$ cat config.mk
export PLATFORM = sky130hd
export DESIGN_NAME = imem_loader
export DESIGN_NICKNAME = d
export VERILOG_FILES = /design/src/rtl/mips_pkg.sv /design/src/rtl/imem_loader_word_packer.sv /design/src/rtl/imem_loader.sv
export SDC_FILE = /design/constraint.sdc
export NUM_CORES = 1
export LEC_CHECK = 0
export ABC_AREA = 1
export CAP_MARGIN = 20
export CORE_AREA = 5 5 107 109
export DETAILED_ROUTE_END_ITERATION = 8
export DIE_AREA = 0 0 112 114
export PLACE_DENSITY = 0.81
export RECOVER_POWER = 25
export SLEW_MARGIN = 20
export SYNTH_ARGS = -nofsm -noshare
export SYNTH_HDL_FRONTEND = slang
export SYNTH_HIERARCHICAL = 1
export SYNTH_SLANG_ARGS = --single-unit
$ cat constraint.sdc
create_clock -name clk -period 2.9 [get_ports clk]
set_input_delay 0.58 -clock clk [delete_from_list [all_inputs] [get_ports clk]]
set_output_delay 0.58 -clock clk [all_outputs]
set_load 0.1 [all_outputs]
$ cat src/rtl/mips_pkg.sv
// -----------------------------------------------------------------------------
// mips_pkg
// Shared definitions for the instruction-memory loader.
//   WORD_W  : instruction word width in bits
//   BYTE_W  : width of one stream byte
//   COUNT_W : width of the big-endian word-count field at the head of a stream
//   loader_state_t : loader FSM state encoding
// -----------------------------------------------------------------------------
package mips_pkg;

    localparam int WORD_W  = 32;
    localparam int BYTE_W  = 8;
    localparam int COUNT_W = 16;

    typedef enum logic [2:0] {
        LEN_HI = 3'd0,
        LEN_LO = 3'd1,
        DATA   = 3'd2,
        CSUM   = 3'd3,
        DONE   = 3'd4,
        ERROR  = 3'd5
    } loader_state_t;

    // States in which the loader consumes bytes from the stream.
    function automatic logic is_byte_state(input loader_state_t s);
        return (s == LEN_HI) || (s == LEN_LO) || (s == DATA) || (s == CSUM);
    endfunction

endpackage

$ cat src/rtl/imem_loader_word_packer.sv
// -----------------------------------------------------------------------------
// word_packer
// Shifts accepted stream bytes into a big-endian 32-bit word.
// Ports:
//   clk, reset : clock, synchronous active-high reset (discards partial word)
//   i_shift    : a byte is accepted this cycle
//   i_byte     : the byte being accepted
//   o_word     : packed word including the byte currently on i_byte
//   o_last     : the byte on i_byte completes the word (4th byte)
// -----------------------------------------------------------------------------
module word_packer
    import mips_pkg::*;
(
    input  logic              clk,
    input  logic              reset,
    input  logic              i_shift,
    input  logic [BYTE_W-1:0] i_byte,
    output logic [WORD_W-1:0] o_word,
    output logic              o_last
);

    // Holds the three earlier bytes of the word; the fourth arrives on i_byte,
    // so the full word is available combinationally in its acceptance cycle.
    logic [WORD_W-BYTE_W-1:0] r_shift;
    logic [1:0]               r_idx;

    always_ff @(posedge clk) begin
        if (reset) begin
            r_shift <= '0;
            r_idx   <= 2'd0;
        end else if (i_shift) begin
            r_shift <= {r_shift[WORD_W-2*BYTE_W-1:0], i_byte};
            r_idx   <= r_idx + 2'd1;
        end
    end

    assign o_word = {r_shift, i_byte};
    assign o_last = (r_idx == 2'd3);

endmodule

$ cat src/rtl/imem_loader.sv
// -----------------------------------------------------------------------------
// imem_loader
// Loads a byte stream into instruction memory and then releases the CPU.
// Stream: count hi, count lo (N words), then 4N bytes, each word big-endian.
// With IMEM_LOADER_CHECKSUM_EN defined, a final byte must equal the XOR of
// all data bytes (8'h00 when N == 0); otherwise the load ends after the data.
//
// Handshake: a byte transfers on a rising edge where in_valid && in_ready.
// in_valid may drop at any time; the loader then simply waits (no timeout).
//
// Ports:
//   clk, reset      : clock, synchronous active-high reset
//   in_valid/in_data: byte source
//   in_ready        : loader can take a byte (0 in DONE/ERROR and in reset)
//   im_we           : one-cycle write strobe per completed word
//   im_addr/im_wdata: write address (BASE_ADDR + 4*index) and word; held
//   word_cnt        : words written since reset
//   done, err       : sticky completion / abort flags
//   cpu_run         : done && !err
//   dbg_state       : current FSM state (loader_state_t encoding)
// Parameters: DEPTH (capacity in words), BASE_ADDR (byte address of word 0)
// -----------------------------------------------------------------------------
module imem_loader
    import mips_pkg::*;
#(
    parameter int          DEPTH     = 64,
    parameter logic [31:0] BASE_ADDR = 32'h0000_0000
) (
    input  logic               clk,
    input  logic               reset,
    input  logic               in_valid,
    input  logic [BYTE_W-1:0]  in_data,
    output logic               in_ready,
    output logic               im_we,
    output logic [31:0]        im_addr,
    output logic [WORD_W-1:0]  im_wdata,
    output logic [COUNT_W-1:0] word_cnt,
    output logic               done,
    output logic               err,
    output logic               cpu_run,
    output logic [2:0]         dbg_state
);

    localparam logic [31:0] DEPTH_W = 32'(DEPTH);

    loader_state_t      r_state;
    loader_state_t      w_next_state;
    logic [BYTE_W-1:0]  r_len_hi;
    logic [COUNT_W-1:0] r_count;
    logic [COUNT_W-1:0] r_word_cnt;
    logic               r_im_we;
    logic [31:0]        r_im_addr;
    logic [WORD_W-1:0]  r_im_wdata;
    logic               r_done;
    logic               r_err;

    logic               w_accept;
    logic [COUNT_W-1:0] w_count_field;
    logic               w_count_zero;
    logic               w_count_big;
    logic               w_data_accept;
    logic               w_word_done;
    logic               w_last_word;
    logic [31:0]        w_wr_addr;
    logic [WORD_W-1:0]  w_pk_word;
    logic               w_pk_last;

`ifdef IMEM_LOADER_CHECKSUM_EN
    logic [BYTE_W-1:0]  r_csum;
    logic               w_csum_ok;
    assign w_csum_ok = (in_data == r_csum);
`endif

    assign in_ready      = !reset && is_byte_state(r_state);
    assign w_accept      = in_valid && in_ready;
    assign w_count_field = {r_len_hi, in_data};
    assign w_count_zero  = (w_count_field == '0);
    assign w_count_big   = ({16'b0, w_count_field} > DEPTH_W);
    assign w_data_accept = w_accept && (r_state == DATA);
    assign w_word_done   = w_data_accept && w_pk_last;
    // r_count >= 1 whenever the FSM is in DATA, so the subtraction cannot wrap.
    assign w_last_word   = (r_word_cnt == r_count - 16'd1);
    assign w_wr_addr     = BASE_ADDR + {14'b0, r_word_cnt, 2'b00};

    word_packer u_packer (
        .clk     (clk),
        .reset   (reset),
        .i_shift (w_data_accept),
        .i_byte  (in_data),
        .o_word  (w_pk_word),
        .o_last  (w_pk_last)
    );

    // Next-state logic.
    always_comb begin
        w_next_state = r_state;
        case (r_state)
            LEN_HI: begin
                if (w_accept) w_next_state = LEN_LO;
            end
            LEN_LO: begin
                if (w_accept) begin
                    if (w_count_zero) begin
`ifdef IMEM_LOADER_CHECKSUM_EN
                        w_next_state = CSUM;
`else
                        w_next_state = DONE;
`endif
                    end else if (w_count_big) begin
                        w_next_state = ERROR;
                    end else begin
                        w_next_state = DATA;
                    end
                end
            end
            DATA: begin
                if (w_word_done && w_last_word) begin
`ifdef IMEM_LOADER_CHECKSUM_EN
                    w_next_state = CSUM;
`else
                    w_next_state = DONE;
`endif
                end
            end
`ifdef IMEM_LOADER_CHECKSUM_EN
            CSUM: begin
                if (w_accept) w_next_state = w_csum_ok ? DONE : ERROR;
            end
`endif
            DONE:    w_next_state = DONE;
            ERROR:   w_next_state = ERROR;
            default: w_next_state = ERROR;
        endcase
    end

    // State register and datapath.
    always_ff @(posedge clk) begin
        if (reset) begin
            r_state    <= LEN_HI;
            r_len_hi   <= '0;
            r_count    <= '0;
            r_word_cnt <= '0;
            r_im_we    <= 1'b0;
            r_im_addr  <= BASE_ADDR;
            r_im_wdata <= '0;
            r_done     <= 1'b0;
            r_err      <= 1'b0;
        end else begin
            r_state <= w_next_state;
            r_im_we <= w_word_done;
            if (w_accept && (r_state == LEN_HI)) r_len_hi <= in_data;
            if (w_accept && (r_state == LEN_LO)) r_count  <= w_count_field;
            if (w_word_done) begin
                r_im_addr  <= w_wr_addr;
                r_im_wdata <= w_pk_word;
                r_word_cnt <= r_word_cnt + 16'd1;
            end
            // Flags follow the state entered, so done coincides with the
            // final im_we pulse when no checksum byte is expected.
            if (w_next_state == DONE)  r_done <= 1'b1;
            if (w_next_state == ERROR) r_err  <= 1'b1;
        end
    end

`ifdef IMEM_LOADER_CHECKSUM_EN
    always_ff @(posedge clk) begin
        if (reset) begin
            r_csum <= '0;
        end else if (w_data_accept) begin
            r_csum <= r_csum ^ in_data;
        end
    end
`endif

    assign im_we     = r_im_we;
    assign im_addr   = r_im_addr;
    assign im_wdata  = r_im_wdata;
    assign word_cnt  = r_word_cnt;
    assign done      = r_done;
    assign err       = r_err;
    assign cpu_run   = r_done && !r_err;
    assign dbg_state = r_state;

endmodule
# Word-level counts from Yosys, hierarchy flattened

Cells that the tools add are included.

Flip-flop bits (word level): 120
Input bits: 11

Add/sub/neg operators: 3
Order comparisons: 1
Equal/unequal tests: 8
Multiplexer cells: 6
Reduce and logical (&&, ||, !) cells: 15

Operators by type and width:

| cell                                                            | number |
|---|---|
| adder 16 x 1 -> 16 bit (second input constant)                  | 1 |
| == test 16 bit                                                  | 1 |
| greater-than comparator 16 x 7 -> 1 bit (second input constant) | 1 |
| zero test 16 bit                                                | 1 |
| subtractor 16 x 1 -> 16 bit (second input constant)             | 1 |
| two-way mux 3 bit                                               | 5 |
| one-hot mux 3 bit (4 select lines)                              | 1 |
| == test 3 bit (second input constant)                           | 3 |
| logical AND 1 bit                                               | 8 |
| == test 3 x 2 -> 1 bit (second input constant)                  | 2 |
| == test 3 x 1 -> 1 bit (second input constant)                  | 1 |
| zero test 3 bit                                                 | 1 |
| logical OR 1 bit                                                | 3 |
| adder 2 x 1 -> 2 bit (second input constant)                    | 1 |
| == test 2 bit (second input constant)                           | 1 |
| zero test 1 bit                                                 | 2 |

# Logic depth before layout (Yosys ltp)

Gate-level depths: netlist of run 1.

Word-level depth: 12
Depth in mapped cells: 15
Depth with buffers taken out: 15

# By module

The synthesis of run 1 kept the hierarchy.

By module, submodules not included:

| module      | instances | cells an instance | area an instance (µm²) |
|---|---|---|---|
| imem_loader | 1         | 596               | 4,321.6 |
| word_packer | 1         | 173               | 1,189.9 |

# Worst setup path after synthesis of run 1

OpenSTA, ideal clock, no wires.

Path kind: register -> output
Start point: register r_done (netlist: done)
End point: output port cpu_run
Data arrival time: 2.391 ns
Path slack: -0.071 ns
Cell stages (with the launch flop): 3
Cells stage by stage: dfxtp_1 inv_1 nor2_1

Word-level cells in the longest chain between the ends: 1

Ends and longest elaborated chain:

| element                | line               | text |
|---|---|---|
| from (decl)            | imem_loader.sv:54  | `logic r_done;` |
| from (signal assigned) | imem_loader.sv:146 | `r_done <= 1'b0;` |
| from (signal assigned) | imem_loader.sv:160 | `if (w_next_state == DONE) r_done <= 1'b1;` |
| logical AND 1 bit      | imem_loader.sv:181 | `assign cpu_run = r_done && !r_err;` |
| to (decl)              | imem_loader.sv:40  | `output logic cpu_run,` |

No other way between the ends.

# Worst setup path after layout of run 1

Start point: input port in_valid
End point: register r_word_cnt[14] (netlist: word_cnt[14])

Word-level cells in the longest chain between the ends: 3

Ends and longest elaborated chain:

| element              | line               | text |
|---|---|---|
| from (decl)          | imem_loader.sv:31  | `input logic in_valid,` |
| logical AND 1 bit    | imem_loader.sv:75  | `assign w_accept = in_valid && in_ready;` |
| logical AND 1 bit    | imem_loader.sv:79  | `assign w_data_accept = w_accept && (r_state == DATA);` |
| via w_data_accept    | imem_loader.sv:61  | `logic w_data_accept;` |
| logical AND 1 bit    | imem_loader.sv:80  | `assign w_word_done = w_data_accept && w_pk_last;` |
| to (signal assigned) | imem_loader.sv:156 | `r_word_cnt <= r_word_cnt + 16'd1;` |
| to (decl)            | imem_loader.sv:50  | `logic [COUNT_W-1:0] r_word_cnt;` |

The timed path passes the listed nets, and every way through them passes these cells.
A chain may end at the register's enable or synchronous reset.

==> flow_metrics.py, run 1 <==
metrics = {
    "status": {
        "status": "completed",
    },
    "floorplanning": {
        "io_pins": 99,
        "dieArea_mm2": 0.01277,
        "starting_density_of_the_core_pct": 52.45,
        "die_width_um": 112,
        "die_h_um": 114,
        "rows": 38,
        "floorplan.core_area_mm2": 0.01051,
    },
    "place": {
        "final_wtd_congestion": 0.9427,
        "numPortBuffers": 82,
        "place_ws_ns": 0.3697,
        "place_area_mm2": 0.006036,
        "hpwl_after_dpl_um": 9068,
    },
    "critical_path": {
        "critical_path.max_stage_delay_ns": 0.51,
        "crit_path_end_kind": "register",
        "arrival_ns": 2.77,
        "cp_delay_by_family_top": "buffers and inverters",
        "setup.reg_to_reg.worst_slack_ns": 0.55,
        "critical_path_buffer_and_inverter_count": 2,
        "path_cells": "clkdlybuf4s50_1 > nand2_4 > nor2_4 > nand2_4 > clkbuf_2 > nor4_4 > nand4_1 > o21ai_0 > a21oi_1",
        "cp_common_cell": "nand2_4",
        "worstSetupStartpointType": "input pin",
        "critical_path_peak_fanout": 44,
        "worst-endpoint-required_ns": 3.30,
        "critical_path.slowest_cell": "clkbuf_2",
        "timing_worst_setup_path_type": "input pin to register",
    },
    "clock_tree": {
        "cts_hold_buf": 0,
        "h-tree-depth": 4,
        "post_cts.repair.setup_buffers": 0,
        "clock_tree.root_cell": "clkbuf_8",
        "worst_skew_pair.late_latency_ns": 0.51,
        "clk_transition_reported_paths_ns": 0.06,
        "numClockSinks": 120,
        "cts_inserted_buffers": 17,
        "cts_tree": "done",
        "cts-resized-gates": 0,
        "clock_tree.buffer_depth": 2,
    },
    "timing": {
        "timing.setup.tns_ns": 0,
        "hold_violations": 0,
        "tightestPinTransition_ns": 0.9353,
        "slew_viol_final": 0,
        "finalWorstSetupSlack_ns": 0.5303,
        "timing.max_slew.rel_slack_pct": 37.64,
        "max_freq_mhz": 422.0,
        "tcrit_tclk_final_pct": 81.71,
        "timing.final.setup_violations": 0,
        "post_route_clock_skew_ns": 0.009999,
        "rsz0062_at_grt": "no",
        "finalWorstPathRequiredPeriod_ns": 2.370,
    },
    "logic_synthesis": {
        "synth_warnings": 6,
        "synth.yosys.seq_area_share_pct": 43.59,
        "cells_after_synthesis": 769,
        "syn-cell-area_mm2": 0.005512,
        "ys_async_sr_fraction_pct": 0,
        "synthesis.area_per_instance_um2": 7.167,
        "synth.lib_cells_used.distinct": 38,
        "synth-edff-count": 0,
        "synth_top_flop_cell": "dfxtp_1",
        "ys_seq_elements": 120,
    },
    "power": {
        "power_per_cell_area_mw_per_mm2": 682.1,
        "power_mw": 4.522,
        "static-leakage-power_nw": 2.889,
        "irDropWorstVdd_uv": 415.9,
    },
    "routing": {
        "detail_route.iter0.violations": 344,
        "post_drt_wl_per_cell_um": 13.49,
        "detail_route.first_pass.iterations": 5,
        "drcViolationCount": 0,
        "routed_wirelength_um": 13310,
        "antenna_violating_nets_post_route": 0,
        "dr_total_vias": 4945,
        "detail_route.vias_per_cell": 5.010,
    },
    "grt": {
        "grt_start_max_net_pins": 58,
        "grt_antenna_before_repair": 0,
        "grt_first_pass_wirelength_um": 22090,
        "gr-total-overflow": 0,
        "via_count_of_the_first_global_routing_pass": 4653,
        "grt_util_all_layers_pct": 21.10,
    },
    "cells_and_area": {
        "post_route_cells_drive_above_1_share_pct": 15.70,
        "syn2layout_area_growth_pct": 20.30,
        "finish.net_count": 849,
        "postLayoutCoreUtil_pct": 63.10,
        "num_antenna_cells": 0,
        "finalInstanceArea_mm2": 0.006630,
    },
    "hold_path": {
        "min-delay-path-class": "register to register",
    },
    "run": {
        "maximum_capacitance_violations": 0,
    },
}
[stage by stage]
| stage | hold WS (ns) | instances |
|---|---|---|
| 2_1_floorplan | 0.4391 | 784 |
| 3_3_place_gp | 0.4483 | 956 |
| 3_5_place_dp | 0.4580 | 956 |
| 4_1_cts | 0.4662 | 987 |
| 5_1_grt | 0.4859 | 987 |
| 6_report | 0.4624 | 987 |
[metal layers]
| layer | global-route usage, % | wire [µm] | share of wire, % | vias up |
|---|---|---|---|---|
| met1 | 25.96 | 5712 | 43 | 2259 |
| met4 | 7.051 | 164 | 1.2 | 0 |
| met3 | 5.517 | 803 | 6.0 | 18 |
| li1 | - | - | - | 2522 |
| met2 | 36.17 | 6631 | 50 | 146 |
| met5 | 0 | 0 | 0 | - |
[registers in the layout, summed over array words and instances, names as in the netlist]
| name | count |
|---|---|
| r_count | 16 |
| r_len_hi | 8 |
| u_packer/r_shift | 24 |
| u_packer/r_idx | 2 |
| im_wdata | 32 |
| im_we | 1 |
| word_cnt | 16 |
| done | 1 |
| err | 1 |
| dbg_state | 3 |
| im_addr | 16 |
[worst reg2reg max path, delay by kind of cell (launching register included)]
kind	cells	cell delay, ns
buffers and inverters	1	0.51
AND/OR/NAND/NOR	6	1.13
flip-flops	1	0.37
AO/OA/AOI/OAI	2	0.24
[where the power goes]
group          leakage [nW]  switching [mW]  internal, mW  total [mW]
clock                 0.290           0.742          1.41        2.15
combinational          1.63           0.466         0.175       0.641
sequential            0.969          0.0405          1.69        1.73
total                  2.89            1.25          3.27        4.52
[final timing paths]
| check | from | to | cells after the start |
|---|---|---|---|
| setup / recovery | in_valid | word_cnt[14] | 9 |
| hold / removal | u_packer/r_shift[22] | im_wdata[30] | 2 |
| setup reg to reg | dbg_state[2] | word_cnt[14] | 9 |
| hold reg to reg | u_packer/r_shift[22] | im_wdata[30] | 2 |
[placed cells by master, fill, tap and decap left out, types with 3 or more instances in the layout]
cell type / count
a21oi_1: 83
buf_4: 75
bufinv_16: 4
clkbuf_16: 16
clkdlybuf4s50_1: 9
clkinv_2: 3
clkinvlp_4: 3
conb_1: 16
dfxtp_1: 120
ha_1: 3
inv_1: 70
nand2_1: 203
nand3_1: 30
nand3b_1: 3
nand4_1: 6
nor2_1: 99
nor2_2: 9
nor2_4: 4
nor3_1: 7
o21ai_0: 36
xnor2_1: 5
xor2_1: 13
[final cells by class]
| cell class | count | area [µm²] |
|---|---|---|
| Tap cell | 140 | 175.2 |
| Clock buffer | 19 | 431.7 |
| Clock inverter | 12 | 175.2 |
| Multi-Input combinational cell | 534 | 2479 |
| Inverter | 73 | 275.3 |
| Timing Repair Buffer | 89 | 691.9 |
| Sequential cell | 120 | 2402 |
| Fill cell | 957 | 3877 |
[Yosys cell counts, drive strengths merged (2+ instances only)]
cell type / number / share of area [%]
a21oi: 84 / 7.7
buf: 46 / 6.7
clkbuf: 11 / 0.75
dfxtp: 120 / 44
ha: 3 / 0.68
inv: 72 / 4.9
nand2: 207 / 14
nand3: 32 / 3.1
nand3b: 3 / 0.41
nand4: 6 / 0.68
nor2: 112 / 8.6
nor3: 7 / 0.64
nor4: 3 / 0.61
o21a: 2 / 0.27
o21ai: 37 / 3.4
xnor2: 5 / 0.79
xor2: 13 / 2.1
[logic make-up (layout without fill, tap and decap cells)]
| family | after synthesis | in the layout | synth area share, % |
|---|---|---|---|
| adders and majority gates | 3 | 3 | 0.6811 |
| AOI/OAI and AO/OA | 126 | 126 | 11.76 |
| and+or+nand+nor | 371 | 371 | 28.58 |
| other | 1 | 16 | 0.06804 |
| xor gates and xnor gates | 18 | 18 | 2.860 |
| buffers and inverters | 130 | 193 | 12.46 |
| DFF | 120 | 120 | 43.59 |
Power figures use the tool's default switching activity.
==> run 2: changes to the inputs <==
--- a/config.mk
+++ b/config.mk
@@ -7,10 +7,10 @@
 export LEC_CHECK = 0
 export ABC_AREA = 1
 export CAP_MARGIN = 20
-export CORE_AREA = 5 5 107 109
+export CORE_AREA = 5 5 108 110
 export DETAILED_ROUTE_END_ITERATION = 8
-export DIE_AREA = 0 0 112 114
-export PLACE_DENSITY = 0.81
+export DIE_AREA = 0 0 113 115
+export PLACE_DENSITY = 0.8
 export RECOVER_POWER = 25
 export SLEW_MARGIN = 20
 export SYNTH_ARGS = -nofsm -noshare
==> constraint.sdc (replaced) <==
create_clock -name clk -period 2.4 [get_ports clk]
set_input_delay 0.48 -clock clk [delete_from_list [all_inputs] [get_ports clk]]
set_output_delay 0.48 -clock clk [all_outputs]
set_load 0.1 [all_outputs]
==> run 2 against run 1 <==
Via count up 0.40%. Power increased by 25%. Hold slack lost 0.0039 ns. Core utilization increased by 0.59 points. Cell count rose by 1.3%. Register-to-register slack got worse by 0.24 ns. Critical path type is now register to register. Largest cell class unchanged. Largest power group unchanged.
==> flow_metrics.py, run 2 (synthesis gave the netlist of run 1 again) <==
metrics = {
    "floorplanning": {
        "die_h_um": 115,
        "starting_density_of_the_core_pct": 51.98,
        "io_pins": 99,
        "rows": 38,
        "die_width_um": 113,
        "floorplan.core_area_mm2": 0.01060,
        "dieArea_mm2": 0.01300,
    },
    "critical_path": {
        "worstSetupStartpointType": "register",
        "arrival_ns": 2.49,
        "worst-endpoint-required_ns": 2.80,
        "cp_common_cell": "nor2_4",
        "critical_path.max_stage_delay_ns": 0.35,
        "critical_path_peak_fanout": 6,
        "path_cells": "nor2_1 > nand2_4 > nor2_4 > nand2_1 > inv_4 > nand2_2 > nor2_4 > nand3_2 > nor2_4 > nand2_1 > o21ai_1 > a21oi_1",
        "crit_path_end_kind": "register",
        "critical_path.slowest_cell": "dfxtp_1",
        "timing_worst_setup_path_type": "register to register",
    },
    "status": {
        "status": "completed",
    },
    "clock_tree": {
        "worst_skew_pair.late_latency_ns": 0.51,
        "h-tree-depth": 4,
        "cts_inserted_buffers": 17,
        "cts_tree": "done",
        "clk_transition_reported_paths_ns": 0.06,
        "numClockSinks": 120,
        "cts_hold_buf": 0,
        "clock_tree.root_cell": "clkbuf_8",
        "clock_tree.buffer_depth": 2,
    },
    "cells_and_area": {
        "fill_cells": 952,
        "final_cell_count_no_fill": 1000,
        "syn2layout_area_growth_pct": 22.52,
        "finish.net_count": 861,
        "final_common_cell": "nand2_1",
        "largest_register_ff_count": 32,
        "layout_common_cells": "204 x nand2_1, 118 x dfxtp_1, 99 x nor2_1",
        "num_antenna_cells": 0,
        "post_route_cells_drive_above_1_share_pct": 16.98,
    },
    "run": {
        "maximum_capacitance_violations": 0,
    },
    "timing": {
        "finalWorstPathRequiredPeriod_ns": 2.087,
        "slew_viol_final": 0,
        "hold_violations": 0,
        "max_freq_mhz": 479.3,
        "tcrit_tclk_final_pct": 86.94,
        "timing.setup.tns_ns": 0,
        "tightestPinTransition_ns": 0.9358,
        "rsz0062_at_grt": "no",
        "timing.final.setup_violations": 0,
        "post_route_clock_skew_ns": 0.005811,
        "timing.max_slew.rel_slack_pct": 37.61,
    },
    "power": {
        "power_per_cell_area_mw_per_mm2": 837.8,
        "irDropWorstVdd_uv": 550.3,
        "static-leakage-power_nw": 2.957,
    },
    "routing": {
        "post_drt_wl_per_cell_um": 13.40,
        "routed_wirelength_um": 13400,
        "wire_length_the_detailed_router_placed_on_met1_um": 5922,
        "met2_length_um": 6356,
        "drcViolationCount": 0,
        "routed-wl-met3_um": 875,
        "highest_signal_layer": "met4",
        "detail_route.first_pass.iterations": 5,
        "dr_total_vias": 4965,
        "detail_route.vias_per_cell": 4.965,
        "antenna_violating_nets_post_route": 0,
        "detail_route.iter0.violations": 347,
    },
    "grt": {
        "via_count_of_the_first_global_routing_pass": 4543,
        "grt_first_pass_wirelength_um": 22000,
        "gr-total-overflow": 0,
        "grt_start_max_net_pins": 59,
        "grt_util_all_layers_pct": 20.84,
        "grt_antenna_before_repair": 0,
    },
    "place": {
        "placedCellCount": 968,
        "final_wtd_congestion": 0.9209,
        "hpwl_after_dpl_um": 9314,
        "numPortBuffers": 82,
    },
    "hold_path": {
        "min-delay-path-class": "register to register",
    },
}
-- run 2: changes by cell type in the layout (fill, tap and decap cells not counted), sizes merged --
cell | before | now
bufinv | 4 | 5
inv | 72 | 77
buf | 77 | 86
clkinvlp | 4 | 1
clkbuf | 22 | 23
-- run 2: final cells by class --
| class | count | area (µm²) | area share [%] |
|---|---|---|---|
| flip-flops and latches | 120 | 2405 | 35.61 |
| clock inverters | 15 | 239.0 | 3.539 |
| clock buffers | 17 | 414.1 | 6.133 |
| repair buffers | 101 | 772.0 | 11.43 |
| multi-input cells | 534 | 2471 | 36.59 |
| inverters | 73 | 276.5 | 4.095 |
| well taps | 140 | 175.2 | 2.594 |
-- run 2: final timing paths --
kind | start | endpoint | slack (ns) | cells past startpoint
worst max-delay path | dbg_state[2] | word_cnt[11] | 0.31 | 12
worst min-delay path | u_packer/r_shift[21] | im_wdata[29] | 0.46 | 2
worst max register to register | dbg_state[2] | word_cnt[11] | 0.31 | 12
worst min register to register | u_packer/r_shift[21] | im_wdata[29] | 0.46 | 2
-- run 2: repair_timing --
action                                  in CTS  in global routing
resized for setup                            0                  1
endpoints found under the setup margin       0                  1
setup buffers                                0                  0
-- run 2: worst max-delay path: cells and delay by family (launching register included) --
kind	cells	cell delay, ns
flops	1	0.35
compound gates	2	0.16
simple gates	9	1.34
buf+inv	1	0.14
-- run 2: report_power, final --
group	internal, mW	switching [mW]	total [mW]
logic	0.221	0.570	0.791
clock network	1.82	0.963	2.78
registers	2.04	0.0488	2.09
-- run 2: metal layers --
| layer | vias to the layer above | track usage, % |
|---|---|---|
| met3 | 22 | 4.368 |
| met5 | - | 0 |
| met4 | 0 | 7.292 |
| li1 | 2542 | - |
| met2 | 151 | 33.89 |
| met1 | 2250 | 27.62 |
-- run 2: through the flow --
stage	power, mW	hold slack, ns	cell area (µm²)	utilization, %	setup slack (ns)
6_report	5.658	0.4585	6753	63.69	0.3135
2_1_floorplan	2.768	0.4391	5574	-	-0.03175
3_3_place_gp	2.899	0.4479	6130	57.81	0.1985
4_1_cts	5.686	0.4630	6783	63.97	0.2319
5_1_grt	5.884	0.4784	6753	63.69	0.05954
3_5_place_dp	2.908	0.4541	6130	57.81	0.1574
==> run 3: changes to the inputs <==
--- a/config.mk
+++ b/config.mk
@@ -12,6 +12,7 @@
 export DIE_AREA = 0 0 113 115
 export PLACE_DENSITY = 0.8
 export RECOVER_POWER = 25
+export SKIP_LAST_GASP = 1
 export SLEW_MARGIN = 20
 export SYNTH_ARGS = -nofsm -noshare
 export SYNTH_HDL_FRONTEND = slang
==> results of run 3 <==
No change in the layout: final DEF, timing and power equal those of run 2.
